## src/rtl/sort_pkg.sv

```systemverilog
// Shared types for the 12-input sorting network and its consumers.
//   data_t        : one sorted word
//   vec_t         : SORT_N words, word i at bits [i*32 +: 32] (same packing as in_data)
//   drain_state_t : state of the serial drain engine
package sort_pkg;

  localparam int SORT_N = 12;

  typedef logic [31:0] data_t;
  typedef data_t [SORT_N-1:0] vec_t;

  localparam int SORT_W = $bits(data_t);

  typedef enum logic {
    ST_IDLE,
    ST_STREAM
  } drain_state_t;

endpackage

```

## src/rtl/sort_order_check.sv

```systemverilog
// Combinational ascending-order checker for one packed vector.
//   data      : N words, word i at bits [i*W +: W]
//   is_sorted : 1 when word i <= word i+1 (unsigned) for every i = 0..N-2
module sort_order_check
  import sort_pkg::*;
#(
  parameter int N = SORT_N,
  parameter int W = SORT_W
) (
  input  logic [N*W-1:0] data,
  output logic           is_sorted
);

  logic [N-2:0] pair_ok;

  for (genvar i = 0; i < N - 1; i++) begin : g_pair
    assign pair_ok[i] = data[i*W +: W] <= data[(i+1)*W +: W];
  end

  assign is_sorted = &pair_ok;

endmodule

```

## src/rtl/sort_12_drain.sv

```systemverilog
// Consumer end of the 12-input sorting network.
// Accepts one parallel sorted vector per handshake into a two-entry buffer and
// streams each vector out one word per beat, ascending or descending.
//   clk, rst_n          : clock, asynchronous active-low reset
//   in_valid/in_ready   : parallel vector handshake
//   in_data             : N*W packed vector, word 0 expected smallest
//   in_desc             : sampled on accept, 1 = emit words N-1..0
//   out_valid/out_ready : serial word handshake
//   out_data/out_idx    : current word and its beat number within the vector
//   out_last            : high on beat N-1
//   order_err, clr_err  : sticky unsorted-vector flag and its synchronous clear
//   vec_count           : completed vectors, wraps at 16 bits
module sort_12_drain
  import sort_pkg::*;
#(
  parameter int N = SORT_N,
  parameter int W = SORT_W
) (
  input  logic           clk,
  input  logic           rst_n,
  input  logic           in_valid,
  output logic           in_ready,
  input  logic [N*W-1:0] in_data,
  input  logic           in_desc,
  output logic           out_valid,
  input  logic           out_ready,
  output logic [W-1:0]   out_data,
  output logic [3:0]     out_idx,
  output logic           out_last,
  output logic           order_err,
  input  logic           clr_err,
  output logic [15:0]    vec_count
);

  drain_state_t   state_q, state_d;
  logic [N*W-1:0] ent_q [2];
  logic [1:0]     desc_q;
  logic           wr_ptr, rd_ptr;
  logic [1:0]     occ_q, occ_d;
  logic [3:0]     beat_q;
  logic [3:0]     word_sel;
  logic           rdy_q;
  logic           accept, fire, last_fire;
  logic           is_sorted;

  sort_order_check #(.N(N), .W(W)) u_check (
    .data      (in_data),
    .is_sorted (is_sorted)
  );

  // rdy_q keeps in_ready low until the first edge after reset release.
  assign in_ready  = rdy_q && (occ_q < 2'd2);
  assign accept    = in_valid && in_ready;
  assign fire      = out_valid && out_ready;
  assign last_fire = fire && out_last;

  // Occupancy after this edge; accept and final beat together cancel out.
  always_comb begin
    // NOTE: every always_comb target gets a default first so no path leaves it unassigned, which would infer a latch.
    occ_d = occ_q;
    case ({accept, last_fire})
      2'b10:   occ_d = occ_q + 2'd1;
      2'b01:   occ_d = occ_q - 2'd1;
      default: occ_d = occ_q;
    endcase
  end

  // FSM: state register
  always_ff @(posedge clk or negedge rst_n) begin
    // NOTE: sequential state is updated with non-blocking assignments so every flop samples pre-edge values.
    if (!rst_n) state_q <= ST_IDLE;
    else        state_q <= state_d;
  end

  // FSM: next state. A final beat with another vector waiting stays in STREAM,
  // so consecutive vectors flow without a bubble.
  always_comb begin
    state_d = state_q;
    case (state_q)
      ST_IDLE:   if (occ_d != 2'd0) state_d = ST_STREAM;
      ST_STREAM: if (last_fire && occ_d == 2'd0) state_d = ST_IDLE;
      default:   state_d = ST_IDLE;
    endcase
  end

  // FSM: outputs, from registers and muxes only.
  always_comb begin
    word_sel  = desc_q[rd_ptr] ? 4'(N - 1) - beat_q : beat_q;
    out_valid = (state_q == ST_STREAM);
    out_idx   = beat_q;
    out_last  = (beat_q == 4'(N - 1));
    out_data  = ent_q[rd_ptr][word_sel*W +: W];
  end

  // Datapath: buffers, pointers, beat counter, flags.
  always_ff @(posedge clk or negedge rst_n) begin
    if (!rst_n) begin
      rdy_q     <= 1'b0;
      // NOTE: the vector buffers are reset so out_data reads zero out of reset and no stale vector survives.
      ent_q[0]  <= '0;
      ent_q[1]  <= '0;
      desc_q    <= '0;
      wr_ptr    <= 1'b0;
      rd_ptr    <= 1'b0;
      occ_q     <= '0;
      beat_q    <= '0;
      order_err <= 1'b0;
      vec_count <= '0;
    end else begin
      rdy_q <= 1'b1;
      occ_q <= occ_d;

      if (accept) begin
        ent_q[wr_ptr]  <= in_data;
        desc_q[wr_ptr] <= in_desc;
        wr_ptr         <= ~wr_ptr;
      end

      if (fire) begin
        if (out_last) begin
          beat_q    <= '0;
          rd_ptr    <= ~rd_ptr;
          vec_count <= vec_count + 16'd1;
        end else begin
          beat_q <= beat_q + 4'd1;
        end
      end

      // A violation in the same cycle as clr_err keeps the flag set.
      if (accept && !is_sorted) order_err <= 1'b1;
      else if (clr_err)         order_err <= 1'b0;
    end
  end

endmodule

```

## config.mk

```make
export PLATFORM = sky130hd
export DESIGN_NAME = sort_12_drain
export DESIGN_NICKNAME = d
export VERILOG_FILES = /design/src/rtl/sort_pkg.sv /design/src/rtl/sort_order_check.sv /design/src/rtl/sort_12_drain.sv
export SDC_FILE = /design/constraint.sdc
export NUM_CORES = 2
export LEC_CHECK = 0
export BUFFER_PORTS_ARGS = -buffer_cell sky130_fd_sc_hd__buf_4
export CAP_MARGIN = 10
export CORE_ASPECT_RATIO = 1.75
export CORE_MARGIN = 2
export CORE_UTILIZATION = 60
export CTS_CLUSTER_DIAMETER = 50
export DETAILED_ROUTE_END_ITERATION = 10
export PLACE_DENSITY = 0.89
export REMOVE_ABC_BUFFERS = 1
export SETUP_SLACK_MARGIN = 0.02
export SYNTH_ARGS = -nofsm -noshare
export SYNTH_HDL_FRONTEND = slang
export SYNTH_SLANG_ARGS = --single-unit
```

## constraint.sdc

```tcl
create_clock -name clk -period 4.5 [get_ports clk]
set_clock_uncertainty 0.15 [all_clocks]
set_input_delay 1.35 -clock clk [delete_from_list [all_inputs] [get_ports clk]]
set_output_delay 1.35 -clock clk [all_outputs]
set_load 0.05 [all_outputs]
```

==> results.ini <==
[synthesis]
ys_seq_elements = 797
yosys.cell_count.top_type = dfrtp_1
synth_compound_gate_area_share = 0.0852
ys.warnings.count = 0
synth.yosys.seq_area_share = 0.456
synthAdderAreaFrac = 0.102
synth_cells = 3749
yosys_most_used_dff = dfrtp_1
async_flop_share = 1.00
synthTopCellsByCount = dfrtp_1 (797), nand2_1 (452), mux2_2 (421), o21ai_0 (373), inv_1 (368)
synth_cell_types = 61
synth_xor_area_frac = 0.00441
synthSimpleGateAreaFrac = 0.0689
yosys-top-cells-area = dfrtp_1 (46%), mux4_2 (11%), mux2_2 (11%)
synth_edf_count = 0
avgSynthCellArea_um2 = 11.7
synthMuxAreaShare = 0.233
synth_top_family_by_area = multiplexers
syn_area_um2 = 43700
netlist.area_leader.share = 0.456
yosysTopAreaCell = dfrtp_1

[final_layout]
final_util = 0.726
nFillCells = 4429
nNetsFinal = 4971
area_growth_pct = 19.5
stdcell_count = 5219
drive_gt1_frac = 0.323
postLayoutCellArea_um2 = 52200

[global_route]
overflow = 0
grt_usage = 0.375
grt_pass1_vias = 35597
antenna_found_initial = 30
grt_max_degree = 91
grt_pass1_wl_um = 212000

[sta]
period_share = 1.10
max_freq_mhz = 203
period_minus_slack_ns = 4.93
setup_tns_ns = -11.41
hold_violations = 0
max_slew.worst_pin.slew_ns = 0.871
holdWs_ns = 0.325
drv_slew = 0
rsz0062_at_grt = yes
fin_ws_ns = -0.430
slew_headroom = 0.417
finalSetupViolCount = 32

[worst_setup_path]
critPathBufInv = 4
cp_max_fo = 9
arrival_ns = 3.43
cp_top_family = multiplexers
worstSetupStartpoint = rd_ptr
cp_slowest_cell = dfrtp_4
cp.required_ns = 3.00
critical-path-max-stage-delay_ns = 0.50
worstSetupStartpointType = flop
path_cells = mux2i_4 > xnor2_2 > buf_6 > buf_12 > buf_12 > mux4_2 > mux4_2 > nand2_1 > o21ai_1 > buf_6
end_kind = primary output
path_class = reg -> out
r2r_start = occ_q[1]

[placement]
pre_cts_ws_ns = 0.205
placed_area_um2 = 48600
hpwl_um = 99400
gp_congestion = 0.957
place_inst = 5031
port_buffers = 445

[drt]
firstDrtPassIters = 6
drt-total-wl_um = 143000
via_count = 34004
via_per_inst = 6.52
drt_iter0_markers = 3489
final_antenna_net_count = 0
wl_per_cell_um = 27.3
drc_errors = 0

[clock_tree]
clk_pin_slew_ns = 0.07
htreeDepth = 3
cts-buffers-inserted = 76
clk_latency_ns = 0.65
cts_root_buf = clkbuf_16
clock_path_buffers = 3
ctsHoldBuffers = 0
cts.sinks = 797
cts_tree = built

[hold_path]
hp-start = ent_q[274]
min_path_type = reg -> reg

[floorplanning]
io_pins = 446
core_area_um2 = 71900
die_y_um = 361
die_width_um = 208
rows = 130
start_util = 0.608
dieArea_um2 = 75100

[power_and_ir_drop]
power.density_nw_per_um2 = 786
vdd_ir_drop_max_mv = 0.884
p_total_mw = 41.0
p_leak_nw = 24.9

[status]
violations = negative setup slack
status = finished, violations left

[job]
maxCapViolations = 0

## logic make-up after synthesis
logic type               after synthesis
AND/OR/NAND/NOR                      676
AO/OA/AOI/OAI                        668
other                                  1
multiplexers                         679
adder cells (fa/ha/maj)              356
XOR/XNOR                              22
buffers and inverters                550
flip-flops                           797
## layout by cell type, fill, tap and decap left out, types with 14 or more instances in the layout
cell / count
inv_1: 368
a21oi_1: 138
mux2i_1: 29
nor4_1: 14
nor2_1: 26
nand4_1: 81
mux4_2: 217
ha_1: 356
buf_12: 34
buf_16: 15
nand3_1: 49
clkbuf_16: 84
xnor2_1: 14
clkbuf_1: 19
clkbuf_8: 19
buf_4: 480
buf_6: 39
diode_2: 16
nor2b_1: 14
mux2_2: 421
dfrtp_1: 795
a21o_1: 44
o21ai_2: 20
nand2_1: 438
o21ai_0: 373
## flip-flops by register name (all words and copies together), names as in the netlist
register and cells:
desc_q 2, wr_ptr 1, order_err 1, occ_q 2, rd_ptr 1, out_idx 4, rdy_q 1, ent_q 768
vec_count 16, out_valid 1
## worst min-delay path: stages (launching register included)
cell and delay [ns]:
dfrtp_1 0.34, nand2_1 0.04, o21ai_0 0.06
## final cells by class
type / instances / area, µm² / area share
Clock buffer: 116 / 2280 / 0.0438
Sequential cell: 797 / 19900 / 0.382
Timing Repair Buffer: 580 / 5410 / 0.104
Antenna cell: 16 / 40.0 / 0.000767
Multi-Input combinational cell: 2402 / 21800 / 0.417
Tap cell: 924 / 1160 / 0.0221
Clock inverter: 16 / 206 / 0.00396
Inverter: 368 / 1380 / 0.0265
## metal layers
layer | up-vias | routed length, µm | track usage
li1 | 14457 | - | -
met5 | - | 225 | 0
met3 | 593 | 14400 | 0.0910
met2 | 2028 | 65900 | 0.585
met1 | 16892 | 49900 | 0.462
met4 | 34 | 12100 | 0.257
## where the power goes
group          internal [mW]  switching (mW)
sequential              10.6            2.08
clock                   3.73            2.88
combinational           10.5            11.3
total                   24.8            16.2
## timing repair
action                     4_1_cts  5_1_grt
setup buffers                   19        5
gates resized for setup         96       17
gates cloned                    12        7
pin swaps                        1        2
setup endpoints to repair       32       32
## final timing paths
path | endpoint | slack [ns] | depth (start not counted)
min in group asynchronous | ent_q[397] | 0.54 | 1
worst min-delay path | ent_q[274] | 0.33 | 2
worst min register to register | ent_q[274] | 0.33 | 2
max in group asynchronous | ent_q[95] | 2.62 | 2
worst max register to register | ent_q[660] | 1.67 | 7
worst max-delay path | out_data[11] | -0.43 | 10
(Power assumes the default switching activity.)
